--- config.mk ---
export PLATFORM = sky130hd
export DESIGN_NAME = lift_request_scheduler_flat
export DESIGN_NICKNAME = d
export VERILOG_FILES = /design/src/rtl/lift_pkg.sv /design/src/rtl/lift_request_scheduler_if.sv /design/src/rtl/lift_tick_gen.sv /design/src/rtl/lift_request_scheduler.sv /design/src/flat_wrapper.sv
export SDC_FILE = /design/constraint.sdc
export NUM_CORES = 1
export LEC_CHECK = 0
export BUFFER_PORTS_ARGS = -buffer_cell sky130_fd_sc_hd__buf_2
export CAP_MARGIN = 20
export CORE_AREA = 2 2 80 82
export CTS_CLUSTER_DIAMETER = 120
export DETAILED_ROUTE_END_ITERATION = 10
export DIE_AREA = 0 0 82 84
export GPL_TIMING_DRIVEN = 0
export HOLD_SLACK_MARGIN = 0.1
export PLACE_DENSITY = 0.77
export SLEW_MARGIN = 20
export SYNTH_ARGS = -nofsm -noshare
export SYNTH_HDL_FRONTEND = slang
export SYNTH_SLANG_ARGS = --single-unit
export TNS_END_PERCENT = 20
--- constraint.sdc ---
create_clock -name iCLK -period 6.5 [get_ports iCLK]
set_clock_uncertainty 0.2 [all_clocks]
set_input_delay 1.3 -clock iCLK [delete_from_list [all_inputs] [get_ports iCLK]]
set_output_delay 1.3 -clock iCLK [all_outputs]
set_load 0.03 [all_outputs]
--- src/rtl/lift_pkg.sv ---
// Shared types and constants for the lift scheduler, the LCD status driver and the HEX floor decoders.
package lift_pkg;

  localparam int FLOOR_W = 4;

  typedef enum logic [2:0] {
    ST_IDLE,
    ST_DOOR,
    ST_UP,
    ST_DOWN,
    ST_HOME
  } state_t;

  localparam logic [1:0] PARADO   = 2'd0;
  localparam logic [1:0] SUBINDO  = 2'd1;
  localparam logic [1:0] DESCENDO = 2'd2;
  localparam logic [1:0] INATIVO  = 2'd3;

  // Active-low gfedcba patterns for digits 0..9, indexed by digit.
  localparam logic [9:0][6:0] SEG_DIGITS = {
    7'h10, 7'h00, 7'h78, 7'h02, 7'h12, 7'h19, 7'h30, 7'h24, 7'h79, 7'h40
  };
  localparam logic [6:0] SEG_BLANK = 7'h7f;

  function automatic logic [6:0] floor_to_seg(input logic [FLOOR_W-1:0] f);
    return (f < 4'd10) ? SEG_DIGITS[f] : SEG_BLANK;
  endfunction

  function automatic logic [1:0] state_code(input state_t s);
    logic [1:0] code;
    case (s)
      ST_UP:   code = SUBINDO;
      ST_DOWN: code = DESCENDO;
      ST_HOME: code = INATIVO;
      default: code = PARADO;
    endcase
    return code;
  endfunction

endpackage

--- src/rtl/lift_request_scheduler_if.sv ---
// Floor request port: a one-cycle strobe with its floor, answered by a one-cycle error pulse.
interface lift_request_scheduler_if;
  import lift_pkg::*;

  // No ready: every strobe is consumed in the cycle it is seen; an
  // out-of-range floor is answered by oREQ_ERR on the following cycle.
  logic               iREQ_VALID;
  logic [FLOOR_W-1:0] iREQ_FLOOR;
  logic               oREQ_ERR;

  modport master (output iREQ_VALID, output iREQ_FLOOR, input oREQ_ERR);
  modport slave  (input iREQ_VALID, input iREQ_FLOOR, output oREQ_ERR);
endinterface

--- src/rtl/lift_tick_gen.sv ---
// Step-tick generator: a TICK_DIV down-counter that pulses tick for one cycle when it hits zero.
module lift_tick_gen #(
  parameter int TICK_DIV = 50_000_000
) (
  input  logic clk,
  input  logic rst_n,
  output logic tick
);
  localparam int CW = $clog2(TICK_DIV + 1);

  logic [CW-1:0] cnt;

  assign tick = (cnt == '0);

  always_ff @(posedge clk or negedge rst_n) begin
    if (!rst_n) cnt <= '0;
    else if (tick) cnt <= CW'(TICK_DIV - 1);
    else cnt <= cnt - 1'b1;
  end
endmodule

--- src/rtl/lift_request_scheduler.sv ---
// SCAN-order floor scheduler and car sequencer. Optional homing to floor 0 after an idle
// period is enabled by defining LIFT_HOME_RETURN_EN.
module lift_request_scheduler
  import lift_pkg::*;
#(
  parameter int N_FLOORS   = 9,
  parameter int TICK_DIV   = 50_000_000,
  parameter int DOOR_TICKS = 3,
  parameter int IDLE_TICKS = 5
) (
  input  logic                      iCLK,
  input  logic                      iRST_N,
  lift_request_scheduler_if.slave   req,
  output logic [FLOOR_W-1:0]        oFLOOR,
  output logic [1:0]                oSTATE,
  output logic                      oDOOR_OPEN,
  output logic [N_FLOORS-1:0]       oPENDING,
  output logic                      oSTATE_CHG,
  output state_t                    fsm_state
);
  logic tick;

  lift_tick_gen #(.TICK_DIV(TICK_DIV)) u_tick (.clk(iCLK), .rst_n(iRST_N), .tick(tick));

  state_t                state_q, state_d;
  logic [FLOOR_W-1:0]    floor_q, floor_d, floor_up, floor_dn;
  logic [N_FLOORS-1:0]   pend_q, pend_d, set_mask, clr_mask, above_m, below_m;
  logic [7:0]            door_cnt_q, door_cnt_d, idle_cnt_q, idle_cnt_d;
  logic                  dir_up_q, dir_up_d, req_err_q, state_chg_q;
  logic                  in_range, req_here, any_above, any_below;

  assign floor_up  = floor_q + 4'd1;
  assign floor_dn  = floor_q - 4'd1;
  assign in_range  = req.iREQ_VALID && (int'(req.iREQ_FLOOR) < N_FLOORS);
  // A request for the car's own floor while stopped reopens the door instead of queueing.
  assign req_here  = in_range && (req.iREQ_FLOOR == floor_q) &&
                     (state_q == ST_IDLE || state_q == ST_DOOR);
  assign any_above = |(pend_q & above_m);
  assign any_below = |(pend_q & below_m);

  always_comb begin
    set_mask = '0;
    above_m  = '0;
    below_m  = '0;
    for (int i = 0; i < N_FLOORS; i++) begin
      set_mask[i] = in_range && !req_here && (int'(req.iREQ_FLOOR) == i);
      above_m[i]  = (i > int'(floor_q));
      below_m[i]  = (i < int'(floor_q));
    end
  end

  always_comb begin
    state_d    = state_q;
    floor_d    = floor_q;
    door_cnt_d = door_cnt_q;
    idle_cnt_d = idle_cnt_q;
    dir_up_d   = dir_up_q;
    clr_mask   = '0;
    if (tick) begin
      case (state_q)
        ST_IDLE: begin
          if (any_above && (dir_up_q || !any_below)) begin
            state_d  = ST_UP;
            dir_up_d = 1'b1;
          end else if (any_below) begin
            state_d  = ST_DOWN;
            dir_up_d = 1'b0;
          end else begin
            if (idle_cnt_q != 8'(IDLE_TICKS)) idle_cnt_d = idle_cnt_q + 8'd1;
`ifdef LIFT_HOME_RETURN_EN
            if (floor_q != '0 && idle_cnt_q == 8'(IDLE_TICKS - 1)) begin
              state_d  = ST_HOME;
              dir_up_d = 1'b0;
            end
`endif
          end
        end
        ST_UP: begin
          if (!any_above) state_d = ST_IDLE;
          else begin
            floor_d = floor_up;
            if (pend_q[floor_up]) begin
              clr_mask[floor_up] = 1'b1;
              state_d            = ST_DOOR;
              door_cnt_d         = '0;
            end
          end
        end
        ST_DOWN: begin
          if (!any_below) state_d = ST_IDLE;
          else begin
            floor_d = floor_dn;
            if (pend_q[floor_dn]) begin
              clr_mask[floor_dn] = 1'b1;
              state_d            = ST_DOOR;
              door_cnt_d         = '0;
            end
          end
        end
        ST_DOOR: begin
          if (door_cnt_q == 8'(DOOR_TICKS - 1)) begin
            if (dir_up_q ? any_above : any_below) state_d = dir_up_q ? ST_UP : ST_DOWN;
            else if (dir_up_q ? any_below : any_above) begin
              state_d  = dir_up_q ? ST_DOWN : ST_UP;
              dir_up_d = !dir_up_q;
            end else state_d = ST_IDLE;
          end else door_cnt_d = door_cnt_q + 8'd1;
        end
        ST_HOME: begin
`ifdef LIFT_HOME_RETURN_EN
          if (any_above) begin
            state_d  = ST_UP;
            dir_up_d = 1'b1;
          end else if (floor_q == '0) state_d = ST_IDLE;
          else begin
            floor_d = floor_dn;
            if (pend_q[floor_dn]) begin
              clr_mask[floor_dn] = 1'b1;
              state_d            = ST_DOOR;
              door_cnt_d         = '0;
            end else if (floor_dn == '0) state_d = ST_IDLE;
          end
`else
          state_d = ST_IDLE;
`endif
        end
        default: state_d = ST_IDLE;
      endcase
    end
    if (req_here) begin
      state_d    = ST_DOOR;
      door_cnt_d = '0;
    end
    if (in_range || state_q != ST_IDLE) idle_cnt_d = '0;
    // Clearing the arrival floor beats a same-cycle request for it.
    pend_d = (pend_q | set_mask) & ~clr_mask;
  end

  always_ff @(posedge iCLK or negedge iRST_N) begin
    if (!iRST_N) begin
      state_q     <= ST_IDLE;
      floor_q     <= '0;
      pend_q      <= '0;
      door_cnt_q  <= '0;
      idle_cnt_q  <= '0;
      dir_up_q    <= 1'b1;
      req_err_q   <= 1'b0;
      state_chg_q <= 1'b0;
    end else begin
      state_q     <= state_d;
      floor_q     <= floor_d;
      pend_q      <= pend_d;
      door_cnt_q  <= door_cnt_d;
      idle_cnt_q  <= idle_cnt_d;
      dir_up_q    <= dir_up_d;
      req_err_q   <= req.iREQ_VALID && !in_range;
      state_chg_q <= (state_code(state_d) != state_code(state_q));
    end
  end

  assign req.oREQ_ERR = req_err_q;
  assign oFLOOR       = floor_q;
  assign oSTATE       = state_code(state_q);
  assign oDOOR_OPEN   = (state_q == ST_DOOR);
  assign oPENDING     = pend_q;
  assign oSTATE_CHG   = state_chg_q;
  assign fsm_state    = state_q;
endmodule
--- src/flat_wrapper.sv ---
// flat-port wrapper written by rule: the top's interface ports become plain ports
module lift_request_scheduler_flat import lift_pkg::*;
#(
  parameter int N_FLOORS   = 9,
  parameter int TICK_DIV   = 50_000_000,
  parameter int DOOR_TICKS = 3,
  parameter int IDLE_TICKS = 5
)
  (iCLK, iRST_N, oFLOOR, oSTATE, oDOOR_OPEN, oPENDING, oSTATE_CHG, fsm_state, req_iREQ_VALID, req_iREQ_FLOOR, req_oREQ_ERR);
  lift_request_scheduler_if req_i ();
  input  logic iCLK;
  input  logic iRST_N;
  output logic [FLOOR_W-1:0] oFLOOR;
  output logic [1:0] oSTATE;
  output logic oDOOR_OPEN;
  output logic [N_FLOORS-1:0] oPENDING;
  output logic oSTATE_CHG;
  output state_t fsm_state;
  input wire logic [$bits(req_i.iREQ_VALID)-1:0] req_iREQ_VALID;
  input wire logic [$bits(req_i.iREQ_FLOOR)-1:0] req_iREQ_FLOOR;
  output wire logic [$bits(req_i.oREQ_ERR)-1:0] req_oREQ_ERR;
  assign req_i.iREQ_VALID = req_iREQ_VALID;
  assign req_i.iREQ_FLOOR = req_iREQ_FLOOR;
  assign req_oREQ_ERR = req_i.oREQ_ERR;
  lift_request_scheduler #(.N_FLOORS(N_FLOORS), .TICK_DIV(TICK_DIV), .DOOR_TICKS(DOOR_TICKS), .IDLE_TICKS(IDLE_TICKS)) u_core (.iCLK(iCLK), .iRST_N(iRST_N), .req(req_i), .oFLOOR(oFLOOR), .oSTATE(oSTATE), .oDOOR_OPEN(oDOOR_OPEN), .oPENDING(oPENDING), .oSTATE_CHG(oSTATE_CHG), .fsm_state(fsm_state));
endmodule
==> results_dict.tcl, run 1 <==
set metrics [dict create \
    critPathKind "reg -> reg" \
    cts.sinks 53 \
    pin_count 28 \
    slew_headroom_pct 44.7 \
    critPathMaxFanout 10 \
    worstReg2RegStart "u_core.oFLOOR[0]" \
    fp.coreArea_sq_mm 0.00610 \
    stdcell_area_sq_mm 0.00378 \
    synthCells 389 \
    p_clk_share_pct 30.5 \
    switchingPower_mw 0.196 \
    synth_cell_types 61 \
    holdPathEnd "u_core.u_tick.cnt[0]" \
    cts_resized 0 \
    overflow 0 \
    min_path_cells 1 \
    cts_made_buffers 5 \
    place_hpwl_um 5790 \
    fillers 541 \
    drt_iter0_markers 187 \
    crit_arrival_ns 3.86 \
    grtUsageTotal_pct 24.5 \
    die_x_um 82 \
    die_h_um 84 \
    avgRoutedWirePerCell_um 15.9 \
    switching_share_pct 30.4 \
    syn-num-nets 406 \
    die_area_sq_mm 0.00689 \
    power.internal_mw 0.447 \
    p_seq_share_pct 56.7 \
    area_growth_pct 8.90 \
    fin_nets 437 \
    r2r.worst_path.cells 9 \
    antenna_cells 0 \
    netlist_area_sq_mm 0.00347 \
    clkTransAtPathRegs_ns 0.11 \
    slew_violations 0 \
    wirelength_um 7910 \
    post_cts_buffers 0 \
    cap_violations 0 \
    async_flop_share_pct 100 \
    min_from "u_core.u_tick.cnt[0]" \
    max_freq_mhz 257 \
    pre_cts_ws_ns 2.66 \
    synth_flop_cell "dfrtp_1" \
    ys_ff_latch 53 \
    grt_pass1_vias 2867 \
    clk_path_buf_depth 2 \
    p_total_mw 0.643 \
    ys_warn_count 0 \
    required_ns 6.47 \
    floorplan.initialDensity_pct 57.0 \
    start_kind "flip-flop" \
    min_path_type "reg -> reg" \
    cts.hold.buffers_added 0 \
    placed_area_sq_mm 0.00369 \
    cellLeakagePower_nw 1.56 \
    grt_max_degree 54 \
    first_pass_iters 5 \
    irDropWorstVdd_mv 0.121 \
    place.gp.congestion 0.926 \
    layout_min_cycle_time_ns 3.89 \
    cp-end-kind "flip-flop" \
    antenna_found_initial 0 \
    hold_viol 0 \
    fin_setup_tns_ns 0 \
    comb_power_share_pct 12.8 \
    fin_ws_ns 2.61 \
    port_buffers 24 \
    clk-insertion-delay-late_ns 0.31 \
    avgSynthCellArea_sq_um 8.93 \
    grt_pass1_wl_um 13400 \
    status "complete, no violations" \
    reg2reg_setup_slack_ns 2.61 \
    cts_root_buffer "clkbuf_8" \
    power_density_mw_per_mm2 170 \
    drtAntennaViolNets 0 \
    tightest_slew_ns 0.825 \
    fin_crit_sh_pct 59.8 \
    r2r_end "u_core.oPENDING[6]" \
    vias 3031 \
    cp-startpoint "u_core.oFLOOR[0]" \
    drive_gt1_share_pct 12.4 \
    rows 29 \
    finalSetupViolations 0 \
    cts_tree "yes" \
    rsz0062_at_grt "false" \
    h-tree-depth 2 \
    ys_seq_area_share_pct 38.2 \
    vias_per_cell 6.09 \
    drc 0 \
    synth_edf_count 0 \
]
power by group through the flow:
| stage | Clock (mW) | Combinational, mW | Sequential (mW) |
|---|---|---|---|
| after floorplan | 0 | 0.0348 | 0.384 |
| after global placement | 0 | 0.0810 | 0.370 |
| after detailed placement | 0 | 0.0822 | 0.371 |
| after CTS | 0.199 | 0.0827 | 0.364 |
| after global routing | 0.217 | 0.0903 | 0.367 |
| final | 0.196 | 0.0822 | 0.365 |
how the worst max path moves through the flow:
stage | end | slack, ns | depth (start not counted)
CTS | u_core.oPENDING[6] | 2.63 | 9
global placement | u_core.oPENDING[6] | 2.71 | 9
floorplan | u_core.oPENDING[6] | 3.06 | 9
detailed placement | u_core.oPENDING[6] | 2.66 | 9
finish | u_core.oPENDING[6] | 2.61 | 9
global route | u_core.oPENDING[6] | 2.34 | 9
cell usage in the layout, fill, tap and decap left out, types with 7 or more instances in the layout:
cell,instances
a221oi_1,7
nand2b_1,8
a21o_1,7
or3_1,8
buf_2,26
nor4_1,10
nand3_1,12
nor3_1,18
a21oi_1,27
xor2_1,13
xnor2_1,16
dfrtp_1,52
nor2_1,37
ha_1,10
inv_1,15
mux2i_1,8
nand2_1,29
clkbuf_1,11
cells in the mapped netlist, drive strengths merged (3+ instances only):
cell type | n | area [sq um]
a21o | 7 | 52.6
a21oi | 27 | 135
a221oi | 7 | 61.3
a31oi | 6 | 37.5
and2 | 6 | 37.5
and3 | 4 | 25.0
buf | 7 | 41.3
clkbuf | 11 | 41.3
dfrtp | 52 | 1300
ha | 10 | 125
inv | 15 | 56.3
mux2i | 8 | 80.1
nand2 | 29 | 109
nand2b | 8 | 50.1
nand3 | 12 | 60.1
nand3b | 3 | 22.5
nor2 | 37 | 139
nor2b | 3 | 18.8
nor3 | 21 | 133
nor4 | 11 | 75.1
o21ai | 8 | 40.0
o21bai | 3 | 22.5
o22ai | 3 | 18.8
o2bb2ai | 3 | 26.3
o31a | 5 | 43.8
o31ai | 3 | 22.5
o32ai | 3 | 26.3
or2 | 6 | 37.5
or3 | 8 | 50.1
or4 | 7 | 60.1
xnor2 | 16 | 140
xor2 | 13 | 114
layer usage:
layer / track usage, % / vias up / wire (um)
li1: - / 1474 / -
met1: 35.1 / 1462 / 3670
met2: 39.0 / 80 / 3760
met3: 3.14 / 15 / 352
met4: 6.36 / 0 / 134
met5: 0 / - / 0
area by class of cell:
| type | instances | area, sq um | share of cell area, % |
|---|---|---|---|
| well taps | 77 | 96.3 | 2.55 |
| plain buffers | 18 | 82.6 | 2.18 |
| inverters | 15 | 56.3 | 1.49 |
| clock buffers | 5 | 68.8 | 1.82 |
| repair buffers | 24 | 123 | 3.24 |
| clock inverters | 3 | 21.3 | 0.562 |
| multi-input cells | 303 | 2010 | 53.1 |
| flip-flops and latches | 53 | 1330 | 35.1 |
state kept, by name, summed over array words and instances (netlist names):
register / flops
u_core.req.oREQ_ERR: 1
u_core.dir_up_q: 1
u_core.door_cnt_q: 8
u_core.fsm_state: 3
u_core.u_tick.cnt: 26
u_core.oPENDING: 9
u_core.oSTATE_CHG: 1
u_core.oFLOOR: 4
metrics by stage:
step / instances / util [%] / hold WS, ns
finish: 498 / 62.0 / 0.260
global route: 498 / 62.0 / 0.294
CTS: 498 / 62.0 / 0.266
detailed placement: 490 / 60.6 / 0.252
global placement: 490 / 60.5 / 0.245
floorplan: 389 / - / 0.219
worst max-delay path: stages, from the launching register on:
cell	delay, ns
dfrtp_1	0.52
buf_1	0.47
inv_1	0.21
ha_1	0.32
xnor2_1	0.51
mux2i_1	0.26
a211oi_1	0.10
or4_1	0.60
nor3_1	0.37
a221oi_1	0.18
cells by family after synthesis:
| family | after synthesis | synth area share, % |
|---|---|---|
| fa+ha+maj | 10 | 3.60 |
| flops | 53 | 38.2 |
| compound gates | 92 | 18.7 |
| simple gates | 162 | 25.2 |
| xor+xnor | 29 | 7.31 |
| buf+inv | 33 | 4.00 |
| mux | 10 | 2.95 |
Note: power is estimated with default switching activity, not from simulation.
==> inputs of run 2 (changes only) <==
--- a/config.mk
+++ b/config.mk
@@ -7,13 +7,13 @@
 export LEC_CHECK = 0
 export BUFFER_PORTS_ARGS = -buffer_cell sky130_fd_sc_hd__buf_2
 export CAP_MARGIN = 20
-export CORE_AREA = 2 2 80 82
+export CORE_AREA = 2 2 84 86
 export CTS_CLUSTER_DIAMETER = 120
 export DETAILED_ROUTE_END_ITERATION = 10
-export DIE_AREA = 0 0 82 84
+export DIE_AREA = 0 0 86 88
 export GPL_TIMING_DRIVEN = 0
 export HOLD_SLACK_MARGIN = 0.1
-export PLACE_DENSITY = 0.77
+export PLACE_DENSITY = 0.74
 export SLEW_MARGIN = 20
 export SYNTH_ARGS = -nofsm -noshare
 export SYNTH_HDL_FRONTEND = slang
==> constraint.sdc (replaced) <==
create_clock -name iCLK -period 3.55 [get_ports iCLK]
set_clock_uncertainty 0.2 [all_clocks]
set_input_delay 0.71 -clock iCLK [delete_from_list [all_inputs] [get_ports iCLK]]
set_output_delay 0.71 -clock iCLK [all_outputs]
set_load 0.03 [all_outputs]
==> run 2 against run 1 <==
  * Global-route usage decreased by 1.9 points
  * Combinational power grew 84%
  * Via count shrank 0.36%
  * Utilization shrank 4.3 points
  * Register-to-register slack worse by 2.4 ns
  * Critical path type unchanged
  * Sequential power up 83%
  * Maximum frequency grew 17%
  * Sequential share of layout area fell by 0.51 points
  * Hold slack got worse by 0.036 ns
  * Setup slack got worse by 2.4 ns
==> results_dict.tcl, run 2 (synthesis gave the netlist of run 1 again) <==
set metrics [dict create \
    placed_area_sq_mm 0.00370 \
    fin_setup_tns_ns 0 \
    grt_busiest_layer "met2" \
    die_x_um 86 \
    max_freq_mhz 300 \
    use_met3_pct 3.96 \
    vias_per_cell 6.03 \
    cp-end-kind "flip-flop" \
    required_ns 3.52 \
    place.gp.congestion 0.909 \
    h-tree-depth 2 \
    die_area_sq_mm 0.00757 \
    layout_commonest_cell "dfrtp_1" \
    grt_pass1_vias 2919 \
    layout_common_cells "52 x dfrtp_1, 37 x nor2_1, 29 x nand2_1" \
    regMostFlops "u_core.u_tick.cnt" \
    cts_tree "yes" \
    cts.sinks 53 \
    critPathKind "reg -> reg" \
    power_density_mw_per_mm2 303 \
    die_h_um 88 \
    seq_area_sq_mm 0.00133 \
    crit_arrival_ns 3.30 \
    area_growth_pct 10.5 \
    wirelength_um 8080 \
    antenna_found_initial 0 \
    fin_cells 501 \
    floorplan.initialDensity_pct 52.3 \
    drtAntennaViolNets 0 \
    start_kind "flip-flop" \
    layout_min_cycle_time_ns 3.33 \
    drive_gt1_share_pct 14.3 \
    fp.coreArea_sq_mm 0.00664 \
    cellLeakagePower_nw 1.57 \
    pin_count 28 \
    clk-insertion-delay-late_ns 0.31 \
    tightest_slew_ns 0.670 \
    grt_util_met2_pct 38.5 \
    post-place-cells 493 \
    hold_viol 0 \
    antenna_cells 0 \
    fin_crit_sh_pct 93.7 \
    status "complete, no violations" \
    vias 3020 \
    clkTransAtPathRegs_ns 0.10 \
    slew_violations 0 \
    slew_headroom_pct 55.3 \
    stdcell_area_sq_mm 0.00384 \
    avgRoutedWirePerCell_um 16.1 \
    fillers 602 \
    cts_made_buffers 5 \
    port_buffers 24 \
    cts_root_buffer "clkbuf_8" \
    drc 0 \
    place_hpwl_um 5830 \
    irDropWorstVdd_mv 0.166 \
    rsz0062_at_grt "false" \
    finalSetupViolations 0 \
    fin_nets 437 \
    first_pass_iters 4 \
    cap_violations 0 \
    multiInputGateArea_sq_mm 0.00206 \
    grtUsageTotal_pct 22.7 \
    largest_reg_flops 26 \
    grt_max_degree 54 \
    clk_path_buf_depth 2 \
    drt_iter0_markers 160 \
    grt_pass1_wl_um 13700 \
    rows 30 \
    overflow 0 \
    critPathMaxFanout 10 \
    min_path_type "in -> async" \
    use_met1_pct 29.2 \
]
-- run 2: report_power, final --
group          total [mW]  switching, mW  internal [mW]
clock               0.346          0.207          0.140
sequential          0.667         0.0406          0.627
combinational       0.151         0.0992         0.0521
-- run 2: timing repair --
action	in CTS	in global routing
hold buffers	0	0
setup endpoints to repair	16	16
buffers inserted	0	0
resized for setup	3	8
-- run 2: layer usage --
layer  vias to the layer above  share of wire [%]
li1                       1479                  -
met1                      1443                 45
met2                        83                 47
met3                        15                5.3
met4                         0                1.9
met5                         -                  0
-- run 2: final timing paths --
| kind | slack, ns | start | cells past startpoint | endpoint |
|---|---|---|---|---|
| setup / recovery | 0.22 | u_core.oFLOOR[0] | 9 | u_core.oPENDING[7] |
| hold / removal | 0.22 | iRST_N | 1 | u_core.u_tick.cnt[4] |
| setup reg to reg | 0.22 | u_core.oFLOOR[0] | 9 | u_core.oPENDING[7] |
| hold reg to reg | 0.25 | u_core.u_tick.cnt[0] | 1 | u_core.u_tick.cnt[0] |
| max in group asynchronous | 2.48 | iRST_N | 1 | u_core.door_cnt_q[4] |
| min in group iCLK | 0.25 | u_core.u_tick.cnt[0] | 1 | u_core.u_tick.cnt[0] |
-- run 2: through the flow --
step	total power, mW	hold slack (ns)	util, %	worst slack (ns)
2_1_floorplan	0.767	0.214	-	0.106
3_3_place_gp	0.827	0.239	55.6	-0.262
3_5_place_dp	0.829	0.241	55.6	-0.301
4_1_cts	1.17	0.252	57.2	0.0799
5_1_grt	1.21	0.271	57.8	0.0151
6_report	1.16	0.224	57.8	0.222
-- run 2: layout make-up --
cell class,count,area share (%)
multi-input cells,303,53.7
flip-flops and latches,53,34.6
repair buffers,24,3.19
well taps,80,2.61
plain buffers,18,2.22
clock buffers,6,1.89
inverters,15,1.47
clock inverters,2,0.391
-- run 2: worst max-delay path, cell delays in order (launching register included) --
cell      delay (ns)
dfrtp_1         0.52
buf_2           0.32
inv_1           0.15
ha_1            0.34
xnor2_4         0.28
mux2i_1         0.23
a211oi_1        0.11
or4_1           0.62
nor3_2          0.27
a221oi_1        0.16
==> inputs of run 3 (changes only) <==
--- a/config.mk
+++ b/config.mk
@@ -7,13 +7,15 @@
 export LEC_CHECK = 0
 export BUFFER_PORTS_ARGS = -buffer_cell sky130_fd_sc_hd__buf_2
 export CAP_MARGIN = 20
-export CORE_AREA = 2 2 84 86
+export CELL_PAD_IN_SITES_DETAIL_PLACEMENT = 0
+export CELL_PAD_IN_SITES_GLOBAL_PLACEMENT = 1
+export CORE_AREA = 2 2 94 96
 export CTS_CLUSTER_DIAMETER = 120
 export DETAILED_ROUTE_END_ITERATION = 10
-export DIE_AREA = 0 0 86 88
+export DIE_AREA = 0 0 96 98
 export GPL_TIMING_DRIVEN = 0
 export HOLD_SLACK_MARGIN = 0.1
-export PLACE_DENSITY = 0.74
+export PLACE_DENSITY_LB_ADDON = 0.1
 export SLEW_MARGIN = 20
 export SYNTH_ARGS = -nofsm -noshare
 export SYNTH_HDL_FRONTEND = slang
==> run 3 against run 2 <==
  * Hold slack about the same
  * Maximum frequency is 0.23% higher
  * Final area grew 1.3%
  * Combinational power about the same
  * Power is 7.0% higher
  * Clock-buffer cell count stayed put
  * Register-to-register slack barely moved
  * Largest cell class unchanged
  * Largest power group unchanged
  * Highest routed layer unchanged
==> results_dict.tcl, run 3 (synthesis gave the netlist of run 1 again) <==
set metrics [dict create \
    switching_share_pct 28.5 \
    wirelength_um 8700 \
    p_clk_share_pct 34.0 \
    grt_pass1_vias 2841 \
    die_x_um 96 \
    first_pass_iters 4 \
    r2r_end "u_core.oFLOOR[3]" \
    endpoint "u_core.oFLOOR[3]" \
    antenna_cells 0 \
    cts_tree "yes" \
    crit_chain "inv_1 -> ha_1 -> or4b_1 -> buf_2 -> or4_4 -> buf_6 -> or3_1 -> buf_4 -> nor3_4 -> mux2_1" \
    cellLeakagePower_nw 1.58 \
    min_path_type "in -> async" \
    drt_iter0_markers 143 \
    status "complete, no violations" \
    switchingPower_mw 0.356 \
    cts.hold.buffers_added 0 \
    layout_common_cells "51 x dfrtp_1, 37 x nor2_1, 29 x nand2_1" \
    layout_min_cycle_time_ns 3.32 \
    slowest_stage "or4_4" \
    cp-end-kind "flip-flop" \
    pre_cts_ws_ns -0.336 \
    fillers 854 \
    fin_nets 437 \
    power_density_mw_per_mm2 321 \
    finalSetupViolations 0 \
    vias 3004 \
    p_seq_share_pct 53.9 \
    grtUsageTotal_pct 19.7 \
    drive_gt1_share_pct 14.0 \
    slew_violations 0 \
    clkTransAtPathRegs_ns 0.10 \
    fin_setup_tns_ns 0 \
    die_h_um 98 \
    cts_made_buffers 5 \
    fp.coreArea_sq_mm 0.00847 \
    cts_resized 3 \
    place.gp.congestion 0.835 \
    hold_ws_ns 0.224 \
    regMostFlops "u_core.u_tick.cnt" \
    fin_cells 529 \
    max_freq_mhz 301 \
    grt_pass1_wl_um 14600 \
    required_ns 3.54 \
    drc 0 \
    fin_ws_ns 0.230 \
    rsz0062_at_grt "false" \
    place_hpwl_um 6380 \
    reg2reg_setup_slack_ns 0.23 \
    overflow 0 \
    tightest_slew_ns 0.687 \
    slowest_delay_ns 0.48 \
    cp-startpoint "u_core.u_tick.cnt[0]" \
    fin_crit_sh_pct 93.5 \
    irDropWorstVdd_mv 0.150 \
    area_growth_pct 11.9 \
    floorplan.initialDensity_pct 41.0 \
    clk-insertion-delay-late_ns 0.31 \
    hold_viol 0 \
    power.internal_mw 0.891 \
    port_buffers 24 \
    antenna_found_initial 0 \
    r2r.worst_path.cells 10 \
    layout_commonest_cell "dfrtp_1" \
    h-tree-depth 2 \
    cts_root_buffer "clkbuf_8" \
    critPathKind "reg -> reg" \
    comb_power_share_pct 12.1 \
    worstReg2RegStart "u_core.u_tick.cnt[0]" \
    rows 34 \
    post_cts_buffers 0 \
    crit_arrival_ns 3.31 \
    drtAntennaViolNets 0 \
    die_area_sq_mm 0.00941 \
    post-place-cells 521 \
    start_kind "flip-flop" \
    critPathMaxFanout 9 \
    clk_path_buf_depth 2 \
    vias_per_cell 5.68 \
    cap_violations 0 \
    avgRoutedWirePerCell_um 16.4 \
    cts.sinks 53 \
    slew_headroom_pct 54.2 \
    grt_max_degree 54 \
    largest_reg_flops 26 \
    pin_count 28 \
]
## run 3: changes by cell type in the layout (fill, tap and decap cells not counted), sizes merged
cell,delta
bufinv,+1
clkinv,+1
clkinvlp,-2
## run 3: critical path: cells and delay by family (launching register included)
kind / cells / cell delay (ns)
adder cells (fa/ha/maj): 1 / 0.19
buffers and inverters: 4 / 0.58
flip-flops: 1 / 0.41
multiplexers: 1 / 0.34
AND/OR/NAND/NOR: 4 / 1.47
## run 3: worst min-delay path by stage
stage                    startpoint  cells past startpoint              endpoint
3_3_place_gp   u_core.u_tick.cnt[0]                      1  u_core.u_tick.cnt[0]
3_5_place_dp   u_core.u_tick.cnt[0]                      1  u_core.u_tick.cnt[0]
6_report                     iRST_N                      1  u_core.u_tick.cnt[4]
4_1_cts        u_core.u_tick.cnt[0]                      1  u_core.u_tick.cnt[0]
2_1_floorplan                iRST_N                      0  u_core.door_cnt_q[0]
5_1_grt                      iRST_N                      1  u_core.u_tick.cnt[4]
## run 3: final cells by class
| type | instances | area [sq um] | share of cell area [%] |
|---|---|---|---|
| Buffer | 18 | 85.1 | 2.19 |
| Clock buffer | 6 | 72.6 | 1.87 |
| Clock inverter | 2 | 38.8 | 0.998 |
| Inverter | 15 | 56.3 | 1.45 |
| Multi-Input combinational cell | 303 | 2050 | 52.7 |
| Sequential cell | 53 | 1330 | 34.2 |
| Tap cell | 108 | 135 | 3.48 |
| Timing Repair Buffer | 24 | 123 | 3.15 |
## run 3: power groups by stage
| stage | clock network, mW | logic [mW] | registers, mW |
|---|---|---|---|
| 2_1_floorplan | 0 | 0.0637 | 0.704 |
| 3_3_place_gp | 0 | 0.151 | 0.681 |
| 3_5_place_dp | 0 | 0.151 | 0.682 |
| 4_1_cts | 0.447 | 0.152 | 0.669 |
| 5_1_grt | 0.476 | 0.166 | 0.674 |
| 6_report | 0.424 | 0.151 | 0.672 |
## run 3: per-stage QoR
step	cell area (sq um)	util, %	total power [mW]
after global placement	3730	44.0	0.832
after detailed placement	3730	44.1	0.833
after floorplan	3470	-	0.767
final	3890	45.9	1.25
after global routing	3890	45.9	1.32
after CTS	3860	45.6	1.27
## run 3: per-layer routing
| layer | track usage [%] | vias to the layer above | wire length (um) | part of all wire (%) |
|---|---|---|---|---|
| met1 | 28.3 | 1470 | 4280 | 49 |
| li1 | - | 1474 | - | - |
| met4 | 4.51 | 0 | 63 | 0.72 |
| met2 | 31.0 | 56 | 4090 | 47 |
| met3 | 3.47 | 4 | 270 | 3.1 |
| met5 | 0 | - | 0 | 0 |
